--- config.mk ---
export PLATFORM = sky130hd
export DESIGN_NAME = fifo_rd_unpack
export DESIGN_NICKNAME = d
export VERILOG_FILES = /design/src/rtl/fifo_rd_unpack.sv
export SDC_FILE = /design/constraint.sdc
export NUM_CORES = 1
export LEC_CHECK = 0
export BUFFER_PORTS_ARGS = -buffer_cell sky130_fd_sc_hd__buf_2
export CORE_MARGIN = 1
export CORE_UTILIZATION = 38
export DETAILED_ROUTE_END_ITERATION = 8
export GPL_TIMING_DRIVEN = 0
export MAX_ROUTING_LAYER = met4
export PLACE_DENSITY = 0.63
export SKIP_LAST_GASP = 1
export SYNTH_ARGS = -nofsm -noshare
export SYNTH_HDL_FRONTEND = slang
export SYNTH_SLANG_ARGS = --single-unit
--- constraint.sdc ---
create_clock -name clk -period 5.37 [get_ports clk]
set_input_delay 0.2685 -clock clk [delete_from_list [all_inputs] [get_ports clk]]
set_output_delay 0.2685 -clock clk [all_outputs]
set_load 0.1 [all_outputs]
--- src/rtl/fifo_rd_unpack.sv ---
// Unpacks wide FIFO words into narrow valid/ready beats, least-significant slice
// first, through a 2-entry prefetch buffer fed by a registered-read FIFO.
module fifo_rd_unpack #(
   parameter int IN_WIDTH  = 64,
   parameter int OUT_WIDTH = 16
) (
   input  logic                 clk,
   input  logic                 rst,
   input  logic                 flush,
   input  logic                 fifo_empty,
   output logic                 fifo_pop,
   input  logic [IN_WIDTH-1:0]  fifo_data,
   output logic                 out_valid,
   input  logic                 out_ready,
   output logic [OUT_WIDTH-1:0] out_data,
   output logic                 out_last,
   output logic                 busy
);
   localparam int RATIO     = IN_WIDTH / OUT_WIDTH;
   localparam int IDX_WIDTH = (RATIO > 1) ? $clog2(RATIO) : 1;
   localparam logic [IDX_WIDTH-1:0] LAST_IDX = IDX_WIDTH'(RATIO - 1);
   localparam logic [IDX_WIDTH-1:0] IDX_ONE  = IDX_WIDTH'(1);

   logic [IN_WIDTH-1:0]  buf_r [2];
   logic [1:0]           buf_cnt_r;
   logic                 wr_ptr_r;
   logic                 rd_ptr_r;
   logic                 inflight_r;
   logic [IDX_WIDTH-1:0] slice_idx_r;

   logic                 valid_s;
   logic                 at_last_s;
   logic                 xfer_s;
   logic                 deq_s;
   logic [2:0]           occ_s;
   logic [IN_WIDTH-1:0]  head_s;

   // Handshake decode, pop request and beat selection from the head word
   always_comb begin
      valid_s   = (buf_cnt_r != 2'd0);
      at_last_s = (slice_idx_r == LAST_IDX);
      xfer_s    = valid_s & out_ready;
      deq_s     = xfer_s & at_last_s;
      // occupancy next cycle, counting a word already in flight from the FIFO
      occ_s     = {1'b0, buf_cnt_r} + {2'b00, inflight_r} - {2'b00, deq_s};
      head_s    = buf_r[rd_ptr_r];
      fifo_pop  = ~rst & ~flush & ~fifo_empty & (occ_s < 3'd2);
      busy      = valid_s | inflight_r;
      out_valid = valid_s;
      if (valid_s) begin
         out_data = head_s[int'(slice_idx_r) * OUT_WIDTH +: OUT_WIDTH];
         out_last = at_last_s;
      end else begin
         out_data = {OUT_WIDTH{1'b0}};
         out_last = 1'b0;
      end
   end

   // Prefetch buffer, pointers, slice index and in-flight tracking
   always_ff @(posedge clk or posedge rst) begin
      if (rst) begin
         buf_r[0]    <= {IN_WIDTH{1'b0}};
         buf_r[1]    <= {IN_WIDTH{1'b0}};
         buf_cnt_r   <= 2'd0;
         wr_ptr_r    <= 1'b0;
         rd_ptr_r    <= 1'b0;
         inflight_r  <= 1'b0;
         slice_idx_r <= {IDX_WIDTH{1'b0}};
      end else if (flush) begin
         buf_cnt_r   <= 2'd0;
         wr_ptr_r    <= 1'b0;
         rd_ptr_r    <= 1'b0;
         inflight_r  <= 1'b0;
         slice_idx_r <= {IDX_WIDTH{1'b0}};
      end else begin
         inflight_r <= fifo_pop;
         if (inflight_r) begin
            buf_r[wr_ptr_r] <= fifo_data;
            wr_ptr_r        <= ~wr_ptr_r;
         end
         if (xfer_s) begin
            if (at_last_s) begin
               slice_idx_r <= {IDX_WIDTH{1'b0}};
               rd_ptr_r    <= ~rd_ptr_r;
            end else begin
               slice_idx_r <= slice_idx_r + IDX_ONE;
            end
         end
         buf_cnt_r <= buf_cnt_r + {1'b0, inflight_r} - {1'b0, deq_s};
      end
   end
endmodule

### After elaboration in Yosys (flattened, before gate mapping)

Index checks and enable logic that the tools add are counted.

* equal/unequal tests: 1
* bitwise gates (word level): 13
* magnitude comparators: 4
* reductions and logical operators: 7
* multiplexer cells: 18
* shift operators: 1
* add/sub/neg operators: 5

Operators by type and width (number)
* 64-bit 2-to-1 mux: 4
* 128-bit bitwise mux: 1
* 64-bit demux with 1-bit select: 1
* 64-bit by 7-bit variable part select with 16-bit output: 1
* 16-bit 2-to-1 mux: 1
* 2-bit 2-to-1 mux: 4
* 2-bit nonzero test: 4
* 1-bit 2-to-1 mux: 7
* 1-bit AND: 5
* 1-bit inverter: 5
* 2-bit greater-or-equal comparator (second input constant): 2
* 1-bit inverter with 2-bit output: 2
* 2-bit AND reduction: 2
* 2-bit by 1-bit adder with 3-bit output: 1
* 3-bit by 2-bit < comparator with 1-bit output (second input constant): 1
* 3-bit by 1-bit subtractor with 3-bit output: 1
* 2-bit by 1-bit adder with 2-bit output: 1
* 2-bit by 1-bit adder with 2-bit output (second input constant): 1
* 2-bit equality test (second input constant): 1
* 2-bit by 1-bit < comparator with 1-bit output (second input constant): 1
* 2-bit by 1-bit subtractor with 2-bit output: 1
* 1-bit logical AND: 1
* 1-bit OR: 1

* register bits after elaboration: 135
* output and inout port bits: 20
* word-level logic and storage cells: 56
* input port bits: 69

### Depth between registers and ports, before layout

Gate-level depths: netlist (run 1).

* word-level depth: 7
* depth in mapped cells: 9
* mapped depth without buffers: 9

### Worst setup path after synthesis (run 1)

No wires, ideal clock.

* path kind: register to output
* start point: register buf_cnt_r[1]
* end point: output port out_data[10]
* stages on the path, launching flop included: 6
* setup slack: 1.174 ns
* data required time: 5.102 ns
* arrival: 3.927 ns
* buffers on the path: 2
* cell sequence: dfrtp_1 or2_2 buf_2 clkbuf_1 o21ai_0 nor3_1

* longest elaborated chain between the ends: 2

RTL lines
* from (decl): line 25 `logic [1:0] buf_cnt_r;`
* from (signal assigned): line 89 `buf_cnt_r <= buf_cnt_r + {1'b0, inflight_r} - {1'b0, deq_s};`
* 2-bit nonzero test: line 40 `valid_s = (buf_cnt_r != 2'd0);`
* net out_valid: line 13 `output logic out_valid,`
* 16-bit 2-to-1 mux: line 50 `if (valid_s) begin`
* to (decl): line 15 `output logic [OUT_WIDTH-1:0] out_data,`

The timed path passes the listed nets, and every way through them passes these cells.

### Worst setup path in the final report (run 1)

* start point: register slice_idx_r[0]
* end point: output port fifo_pop

* longest elaborated chain between the ends: 5

RTL lines
* from (decl): line 29 `logic [IDX_WIDTH-1:0] slice_idx_r;`
* from (signal assigned): line 68 `slice_idx_r <= {IDX_WIDTH{1'b0}};`
* from (signal assigned): line 74 `slice_idx_r <= {IDX_WIDTH{1'b0}};`
* from (signal assigned): line 83 `slice_idx_r <= {IDX_WIDTH{1'b0}};`
* 2-bit equality test: line 41 `at_last_s = (slice_idx_r == LAST_IDX);`
* 1-bit AND: line 43 `deq_s = xfer_s & at_last_s;`
* 3-bit by 1-bit subtractor with 3-bit output: line 45 `occ_s = {1'b0, buf_cnt_r} + {2'b00, inflight_r} - {2'b00, deq_s};`
* 3-bit by 2-bit < comparator with 1-bit output: line 47 `fifo_pop = ~rst & ~flush & ~fifo_empty & (occ_s < 3'd2);`
* 1-bit AND: line 47
* to (decl): line 11 `output logic fifo_pop,`

Every way passes these cells.

==> results.yml, run 1 <==
grt:
  grt_start_max_net_pins: 96
  grt_overflow_total: 0
  grt_pass1_wl_um: 23900
  grt_usage_pct: 20.1
  antenna_found_initial: 0
  grt_pass1_vias: 4434
logic_synthesis:
  netlist_instances: 459
  syn-num-nets: 532
  syn_area_per_cell_um2: 13.7
  ys_seq_elements: 135
  netlist_area_mm2: 0.00627
  seq_area_frac_synth_pct: 53.9
  yosys_warnings: 0
  synth.distinct_cells: 29
pwr:
  comb_power_share_pct: 16.8
  vdd_drop_max_mv: 0.241
  p_int_mw: 2.36
  pwr-share-seq_pct: 41.9
  p_leak_nw: 3.59
  power_frac_clock_pct: 41.2
  p_sw_share_pct: 24.7
  p_sw_uw: 775
  p_per_area_mw_per_mm2: 408
floorplanning:
  core_area_mm2: 0.0160
  ioPinCount: 89
  die_w_um: 130
  die_area_mm2: 0.0170
  num_rows: 46
  start_util_pct: 39.2
  die_y_um: 130
critical_path:
  crit_end: "fifo_pop"
  critPathKind: "reg2out"
  r2r_setup_slack_ns: 2.79
  cp-startpoint: "slice_idx_r[0]"
  critical_path_arrival_ns: 3.37
  rr_worst_depth: 9
  critPathRequiredTime_ns: 5.10
  cp-end-kind: "output port"
  r2r-start: "slice_idx_r[0]"
  crit_fanout: 7
  cp-start-kind: "register"
  r2r-end: "inflight_r"
placement:
  dp.final_hpwl_um: 11200
  routabilityCongestion: 0.782
  place_inst: 763
  portBuffers: 87
clock_network:
  ctsRootBufferMaster: "clkbuf_16"
  cts_setup_buffers: 0
  clock_path_buffers: 2
  cts_made_buffers: 17
  cts_sinks: 135
  clk_latency_ns: 0.42
  path_clk_slew_ns: 0.06
  h-tree-depth: 4
  cts_tree: "yes"
detailed_routing:
  ant_nets: 0
  drtIter0Drc: 190
  avgViaCountPerCell: 5.11
  wire_per_inst_um: 19.1
  vias: 4068
  dr.pass1.iters: 4
  drc: 0
  routed_wl_um: 15200
final_layout:
  final_nets: 640
  syn2layout_area_growth_pct: 22.5
  instances_no_fill: 796
  antenna_cells: 0
  post_route_cells_drive_above_1_share_pct: 55.2
sta:
  rsz0062_at_grt: "no"
  worst_slew_pin_slew_ns: 0.679
  period_minus_slack_ns: 3.64
  hold_viol_final: 0
  finalCritPeriodShare_pct: 67.7
  drv_slew: 0
  finalSetupTns_ns: 0
  finalClockSkew_ns: 0.00392
  finalSetupViolCount: 0
  slew_headroom_pct: 54.6
  fmax_mhz: 275
run_status:
  status: "finished, final reports clean"
run:
  maxCapViolations: 0
min_path:
  hp-class: "in2reg"
==> kinds of logic after synthesis <==
logic type,after synthesis,synth area share (%)
DFF,135,53.9
muxes,176,31.6
buffers and inverters,37,3.19
AOI/OAI and AO/OA,52,5.15
xor gates and xnor gates,3,0.419
adders and majority gates,4,0.919
and+or+nand+nor,52,4.77
==> cell usage after synthesis <==
library cell  count  area share, %
or4_1             1           0.12
inv_1             6           0.36
mux2_1            5           0.90
nand3b_1          1           0.12
clkbuf_1          6           0.36
nor3_1           16            1.3
buf_2            19            1.5
o211ai_1          1           0.12
or3_1             2           0.20
a21oi_1           2           0.16
dfrtp_1         135             54
mux2_2          171             31
a211oi_1         16            1.9
o21ai_0          17            1.4
buf_4             2           0.24
nor3_4            1           0.26
fa_1              1           0.32
nand2_1           3           0.18
buf_6             4           0.72
ha_1              3           0.60
or2_2             2           0.20
nand2b_1          2           0.20
xnor2_1           2           0.28
xor2_1            1           0.14
and2_1            1           0.10
nor2b_1          18            1.8
o22ai_1          16            1.6
nand3_1           1          0.080
nor2_1            4           0.24
==> cell usage in the layout (no fill, tap or decap), types with 6 or more instances in the layout <==
cell,instances
a211oi_1,16
buf_2,106
clkbuf_1,6
clkbuf_16,17
dfrtp_1,135
mux2_2,171
nor2b_1,18
nor3_1,16
o21ai_0,17
o22ai_1,16
==> metal layers <==
metal | wire [µm] | global-route usage [%] | vias up
li1 | - | - | 1874
met1 | 6680 | 24.6 | 2082
met2 | 7700 | 32.9 | 94
met3 | 626 | 4.23 | 18
met4 | 199 | 7.10 | 0
met5 | 0 | - | -
==> cell type report <==
cell class	count	area, µm²
Fill cell	1470	8320
Clock buffer	20	467
Sequential cell	135	3380
Clock inverter	12	198
Inverter	6	27.5
Tap cell	216	270
Multi-Input combinational cell	287	2690
Timing Repair Buffer	89	473
Buffer	31	178
==> how the worst min path moves through the flow <==
stage	slack (ns)	depth (start not counted)	start	to
3_5_place_dp	0.31	2	rst	inflight_r
2_1_floorplan	0.40	1	fifo_data[46]	buf_r[110]
5_1_grt	0.08	2	fifo_data[28]	buf_r[28]
4_1_cts	0.08	2	fifo_data[21]	buf_r[85]
3_3_place_gp	0.47	1	buf_r[112]	buf_r[112]
6_report	0.09	2	fifo_data[46]	buf_r[110]
==> metrics by stage <==
stage / utilization, % / instance area, µm² / setup slack [ns] / hold slack, ns / power [mW]
6_report: 48.0 / 7680 / 1.73 / 0.0915 / 3.14
2_1_floorplan: - / 6270 / 1.17 / 0.403 / 1.71
3_5_place_dp: 43.8 / 7000 / 2.15 / 0.308 / 1.87
5_1_grt: 48.0 / 7680 / 1.58 / 0.0807 / 3.27
4_1_cts: 48.0 / 7680 / 1.70 / 0.0789 / 3.17
3_3_place_gp: 43.6 / 6970 / 0.188 / 0.466 / 1.83
==> power groups by stage <==
stage                     registers [mW]  clock network (mW)  logic [mW]
after floorplan                     1.30                   0       0.415
after global placement              1.32                   0       0.510
after detailed placement            1.33                   0       0.532
after CTS                           1.32                1.31       0.535
after global routing                1.34                1.35       0.573
final                               1.32                1.29       0.528
==> critical path, cell delays in order (launching register included) <==
cell,delay [ns]
dfrtp_1,0.45
ha_1,0.26
o211ai_1,0.14
inv_1,0.07
ha_1,0.27
inv_1,0.04
ha_1,0.18
fa_1,0.44
or4_1,0.55
nor2_1,0.12
buf_2,0.43
==> state kept, by name (all words and copies together), names as in the netlist <==
| name | flops |
|---|---|
| buf_cnt_r | 2 |
| buf_r | 128 |
| inflight_r | 1 |
| rd_ptr_r | 1 |
| slice_idx_r | 2 |
| wr_ptr_r | 1 |
==> what timing repair did <==
item                      CTS  global route
hold endpoints to repair   40             0
hold buffers                1             0
gates resized for setup     0             0
Power figures use the tool's default switching activity.
==> run 2: changes to the inputs <==
--- a/config.mk
+++ b/config.mk
@@ -11,7 +11,7 @@
 export DETAILED_ROUTE_END_ITERATION = 8
 export GPL_TIMING_DRIVEN = 0
 export MAX_ROUTING_LAYER = met4
-export PLACE_DENSITY = 0.63
+export PLACE_DENSITY = 0.65
 export SKIP_LAST_GASP = 1
 export SYNTH_ARGS = -nofsm -noshare
 export SYNTH_HDL_FRONTEND = slang
==> constraint.sdc (replaced) <==
create_clock -name clk -period 3.06 [get_ports clk]
set_input_delay 0.153 -clock clk [delete_from_list [all_inputs] [get_ports clk]]
set_output_delay 0.153 -clock clk [all_outputs]
set_load 0.1 [all_outputs]
==> results.yml, run 2 (synthesis gave the netlist of run 1 again) <==
final_layout:
  layout_commonest_cell: "mux2_2"
  syn2layout_area_growth_pct: 35.6
  largest_registers: "buf_r: 128 flops, buf_cnt_r: 2 flops, slice_idx_r: 2 flops"
  post_route_cells_drive_above_1_share_pct: 54.3
  antenna_cells: 0
  final_cell_mix: "mux2_2 (171), dfrtp_1 (133), buf_2 (105)"
  regMostFlops: "buf_r"
  largest_reg_flops: 128
  nFillCells: 1399
  final_nets: 719
run_status:
  status: "finished, final reports clean"
sta:
  slew_headroom_pct: 54.0
  fmax_mhz: 330
  worst_slew_pin_slew_ns: 0.689
  finalSetupTns_ns: 0
  finalClockSkew_ns: 0.00581
  hold_viol_final: 0
  finalCritPeriodShare_pct: 99.1
  setup_ws_ns: 0.0288
  drv_slew: 0
  rsz0062_at_grt: "yes"
  period_minus_slack_ns: 3.03
  finalSetupViolCount: 0
detailed_routing:
  drtIter0Drc: 216
  routed_wl_um: 15700
  drc: 0
  wire_per_inst_um: 17.9
  vias: 4408
  ant_nets: 0
  dr.pass1.iters: 4
  avgViaCountPerCell: 5.04
pwr:
  comb_power_share_pct: 19.9
  vdd_drop_max_mv: 0.422
  p_sw_share_pct: 25.4
  p_sw_mw: 1.35
  power_frac_clock_pct: 36.6
  pwr-share-seq_pct: 43.6
  p_leak_nw: 3.90
  p_int_mw: 3.94
  p_per_area_mw_per_mm2: 622
grt:
  grt_start_max_net_pins: 44
  grt_pass1_vias: 4703
  grt_pass1_wl_um: 24900
  grt_usage_pct: 20.7
  grt_overflow_total: 0
  antenna_found_initial: 0
floorplanning:
  die_y_um: 130
  num_rows: 46
  die_w_um: 130
  start_util_pct: 39.2
  core_area_mm2: 0.0160
  ioPinCount: 89
  die_area_mm2: 0.0170
clock_network:
  ctsRootBufferMaster: "clkbuf_16"
  clock_path_buffers: 2
  cts_tree: "yes"
  h-tree-depth: 4
  cts_sinks: 135
  clk_latency_ns: 0.41
  cts_made_buffers: 17
  path_clk_slew_ns: 0.05
critical_path:
  crit_fanout: 2
  critical_path_arrival_ns: 2.88
  critPathRequiredTime_ns: 2.91
  cp-start-kind: "register"
  critPathKind: "reg2out"
  cp-end-kind: "output port"
min_path:
  hp-class: "in2reg"
run:
  maxCapViolations: 0
placement:
  routabilityCongestion: 0.975
  dp.final_hpwl_um: 11300
  dpl_worst_slack_ns: -0.133
  portBuffers: 87
run 2: routing by layer:
layer	vias to the layer above	track usage, %	share of wire (%)
li1	2044	-	-
met1	2227	24.4	43
met2	94	33.1	49
met3	43	3.34	2.8
met4	0	13.5	5.6
met5	-	-	0
run 2: metrics by stage:
| stage | instances | hold WS, ns | utilization [%] | cell area (µm²) | total power, mW |
|---|---|---|---|---|---|
| 2_1_floorplan | 459 | 0.288 | - | 6400 | 3.04 |
| 3_3_place_gp | 762 | 0.383 | 44.4 | 7110 | 3.26 |
| 3_5_place_dp | 765 | 0.303 | 44.8 | 7170 | 3.32 |
| 4_1_cts | 875 | 0.000195 | 53.2 | 8510 | 5.34 |
| 5_1_grt | 874 | 0.00631 | 53.1 | 8500 | 5.54 |
| 6_report | 874 | 0.0125 | 53.1 | 8500 | 5.29 |
run 2: layout make-up:
cell class | instances | area [µm²] | area share (%)
well taps | 216 | 270 | 3.18
repair buffers | 168 | 1240 | 14.6
inverters | 6 | 26.3 | 0.309
multi-input cells | 287 | 2840 | 33.4
clock inverters | 2 | 35.0 | 0.412
flip-flops and latches | 135 | 3380 | 39.8
clock buffers | 29 | 531 | 6.24
plain buffers | 31 | 178 | 2.09
run 2: timing repair:
| action | 4_1_cts | 5_1_grt |
|---|---|---|
| hold buffers | 58 | 0 |
| setup buffers | 21 | 1 |
| resized for setup | 9 | 1 |
| pin swaps | 5 | 4 |
| setup endpoints to repair | 1 | 2 |
| endpoints found under the hold margin | 137 | 0 |
run 2: worst max-delay path, cell delays in order, from the launching register on:
cell      delay (ns)
dfrtp_2         0.42
ha_4            0.17
o211ai_1        0.11
inv_1           0.07
ha_1            0.27
inv_1           0.04
ha_2            0.16
fa_1            0.46
or4_4           0.45
nor2_4          0.12
buf_12          0.18
run 2: worst paths after layout:
path	depth (start not counted)	end	slack [ns]	from
worst max-delay path	10	fifo_pop	0.03	slice_idx_r[0]
worst min-delay path	2	buf_r[4]	0.01	fifo_data[4]
worst max register to register	20	rd_ptr_r	0.12	slice_idx_r[1]
worst min register to register	1	buf_r[112]	0.49	buf_r[112]
max in group asynchronous	5	buf_r[116]	1.79	rst
min in group asynchronous	3	inflight_r	0.40	rst
run 2: power by group through the flow:
stage	clock network (mW)	registers [mW]	logic [mW]
2_1_floorplan	0	2.28	0.761
3_3_place_gp	0	2.31	0.953
3_5_place_dp	0	2.34	0.990
4_1_cts	1.97	2.31	1.06
5_1_grt	2.05	2.36	1.13
6_report	1.93	2.31	1.05
==> run 3: changes to the inputs <==
--- a/config.mk
+++ b/config.mk
@@ -6,12 +6,13 @@
 export NUM_CORES = 1
 export LEC_CHECK = 0
 export BUFFER_PORTS_ARGS = -buffer_cell sky130_fd_sc_hd__buf_2
+export CORE_ASPECT_RATIO = 1.5
 export CORE_MARGIN = 1
-export CORE_UTILIZATION = 38
+export CORE_UTILIZATION = 43
 export DETAILED_ROUTE_END_ITERATION = 8
 export GPL_TIMING_DRIVEN = 0
 export MAX_ROUTING_LAYER = met4
-export PLACE_DENSITY = 0.65
+export PLACE_DENSITY = 0.69
 export SKIP_LAST_GASP = 1
 export SYNTH_ARGS = -nofsm -noshare
 export SYNTH_HDL_FRONTEND = slang
==> constraint.sdc (replaced) <==
create_clock -name clk -period 3.3 [get_ports clk]
set_input_delay 0.165 -clock clk [delete_from_list [all_inputs] [get_ports clk]]
set_output_delay 0.165 -clock clk [all_outputs]
set_load 0.1 [all_outputs]
==> results.yml, run 3 (synthesis gave the netlist of run 1 again) <==
run_status:
  status: "finished, final reports clean"
floorplanning:
  ioPinCount: 89
  die_y_um: 150
  die_w_um: 101
  start_util_pct: 44.4
  die_area_mm2: 0.0151
  core_area_mm2: 0.0141
  num_rows: 53
grt:
  grt_overflow_total: 0
  use_met2_pct: 39.9
  gr-usage-met1_pct: 25.6
  antenna_found_initial: 0
  busiest_layer: "met2"
  grt_start_max_net_pins: 45
  grt_pass1_wl_um: 24700
  grt_usage_pct: 23.1
  grt_pass1_vias: 4733
  grtUsageMet3_pct: 4.39
pwr:
  vdd_drop_max_mv: 0.382
  p_int_mw: 3.71
  p_leak_nw: 3.80
  pwr-share-seq_pct: 42.6
  p_sw_share_pct: 26.2
  power_frac_clock_pct: 38.4
  p_per_area_mw_per_mm2: 614
  comb_power_share_pct: 19.0
  p_sw_mw: 1.32
clock_network:
  clk_latency_ns: 0.42
  h-tree-depth: 4
  cts_made_buffers: 17
  cts_tree: "yes"
  path_clk_slew_ns: 0.06
  cts_sinks: 135
  ctsRootBufferMaster: "clkbuf_16"
  clock_path_buffers: 2
final_layout:
  antenna_cells: 0
  final_cell_mix: "mux2_2 (171), dfrtp_1 (133), buf_2 (105)"
  multi_input_area_mm2: 0.00275
  final_nets: 693
  layout_commonest_cell: "mux2_2"
  regMostFlops: "buf_r"
  largest_reg_flops: 128
  post_route_cells_drive_above_1_share_pct: 53.2
  nFillCells: 1159
  syn2layout_area_growth_pct: 30.9
  largest_registers: "buf_r: 128 flops, buf_cnt_r: 2 flops, slice_idx_r: 2 flops"
  register_area_mm2: 0.00338
  design_area_mm2: 0.00820
detailed_routing:
  drc: 0
  routed_wl_um: 16000
  wire_per_inst_um: 19.4
  avgViaCountPerCell: 5.26
  ant_nets: 0
  drtIter0Drc: 158
  vias: 4326
  dr.pass1.iters: 4
run:
  maxCapViolations: 0
sta:
  fmax_mhz: 322
  worst_slew_pin_slew_ns: 0.678
  finalClockSkew_ns: 0.00367
  rsz0062_at_grt: "no"
  finalSetupTns_ns: 0
  period_minus_slack_ns: 3.10
  slew_headroom_pct: 54.6
  drv_slew: 0
  finalSetupViolCount: 0
  hold_viol_final: 0
  finalCritPeriodShare_pct: 94.1
critical_path:
  slowest_stage: "fa_1"
  r2r_setup_slack_ns: 0.92
  r2r-end: "inflight_r"
  critical_path_arrival_ns: 2.94
  crit_fanout: 3
  cp-startpoint: "slice_idx_r[0]"
  critPathKind: "reg2out"
  crit_buf_inv: 3
  crit_path_cell_trace: "ha_4, o211ai_1, inv_1, ha_1, inv_1, ha_1, fa_1, or4_4, nor2_4, buf_12"
  critPathRequiredTime_ns: 3.13
  rr_worst_depth: 9
  cp-start-kind: "register"
  r2r-start: "slice_idx_r[0]"
  cp-end-kind: "output port"
  cp_slowest_stage_delay_ns: 0.46
  critPathTopFamily: "adder cells"
min_path:
  min_path_cells: 2
  worstHoldStart: "fifo_data[27]"
  hp-class: "in2reg"
  whs_endpoint: "buf_r[91]"
placement:
  portBuffers: 87
  dpl_cell_area_mm2: 0.00705
  routabilityCongestion: 0.876
  dp.final_hpwl_um: 11500
run 3: cell types whose count changed in the layout (fill, tap and decap cells not counted), moves of 3 or more:
cell | previous run | this run
buf_4 | 22 | 5
dlygate4sd3_1 | 58 | 49
nor3_1 | 0 | 8
nor3_4 | 8 | 1
clkbuf_1 | 12 | 6
clkbuf_8 | 6 | 2
clkinvlp_4 | 1 | 4
run 3: area by class of cell:
type / instances / share of cell area (%)
well taps: 192 / 2.93
plain buffers: 31 / 2.17
clock inverters: 11 / 1.82
repair buffers: 142 / 12.5
flip-flops and latches: 135 / 41.2
clock buffers: 19 / 5.52
inverters: 6 / 0.320
multi-input cells: 287 / 33.5
run 3: power groups by stage:
stage               Clock, mW  Sequential (mW)  Combinational, mW
floorplan                   0             2.11              0.683
global placement            0             2.14              0.863
detailed placement          0             2.17              0.904
CTS                      1.95             2.14              0.962
global route             2.03             2.18               1.02
finish                   1.93             2.15              0.955
run 3: worst max-delay path by stage:
| stage | to | depth (start not counted) | slack, ns |
|---|---|---|---|
| floorplan | out_data[10] | 5 | 0.01 |
| global placement | fifo_pop | 10 | 0.05 |
| detailed placement | fifo_pop | 10 | 0.06 |
| CTS | fifo_pop | 10 | 0.03 |
| global route | fifo_pop | 10 | 0.09 |
| finish | fifo_pop | 10 | 0.20 |
run 3: through the flow:
step / hold slack [ns] / power (mW) / setup WS (ns) / util, % / instances
after CTS: 0.00164 / 5.06 / 0.0260 / 57.9 / 821
after detailed placement: 0.190 / 3.07 / 0.0618 / 49.9 / 741
final: 0.0111 / 5.04 / 0.195 / 58.1 / 823
after global routing: 0.00450 / 5.23 / 0.0920 / 58.1 / 823
after floorplan: 0.300 / 2.80 / 0.0123 / - / 459
after global placement: 0.398 / 3.01 / 0.0473 / 49.5 / 738
run 3: per-layer routing:
layer  routed length [µm]  share of wire [%]  up-vias
met2                 8510                 53      117
met4                  616                3.9        0
met1                 6390                 40     2196
met5                    0                  0        -
li1                     -                  -     1977
met3                  445                2.8       36
run 3: repair_timing:
action,CTS,global route
resized for setup,8,2
hold buffers,48,1
buffers inserted,2,1
gates cloned,0,0
hold endpoints to repair,100,1
setup endpoints to repair,1,1
pin swaps,1,3
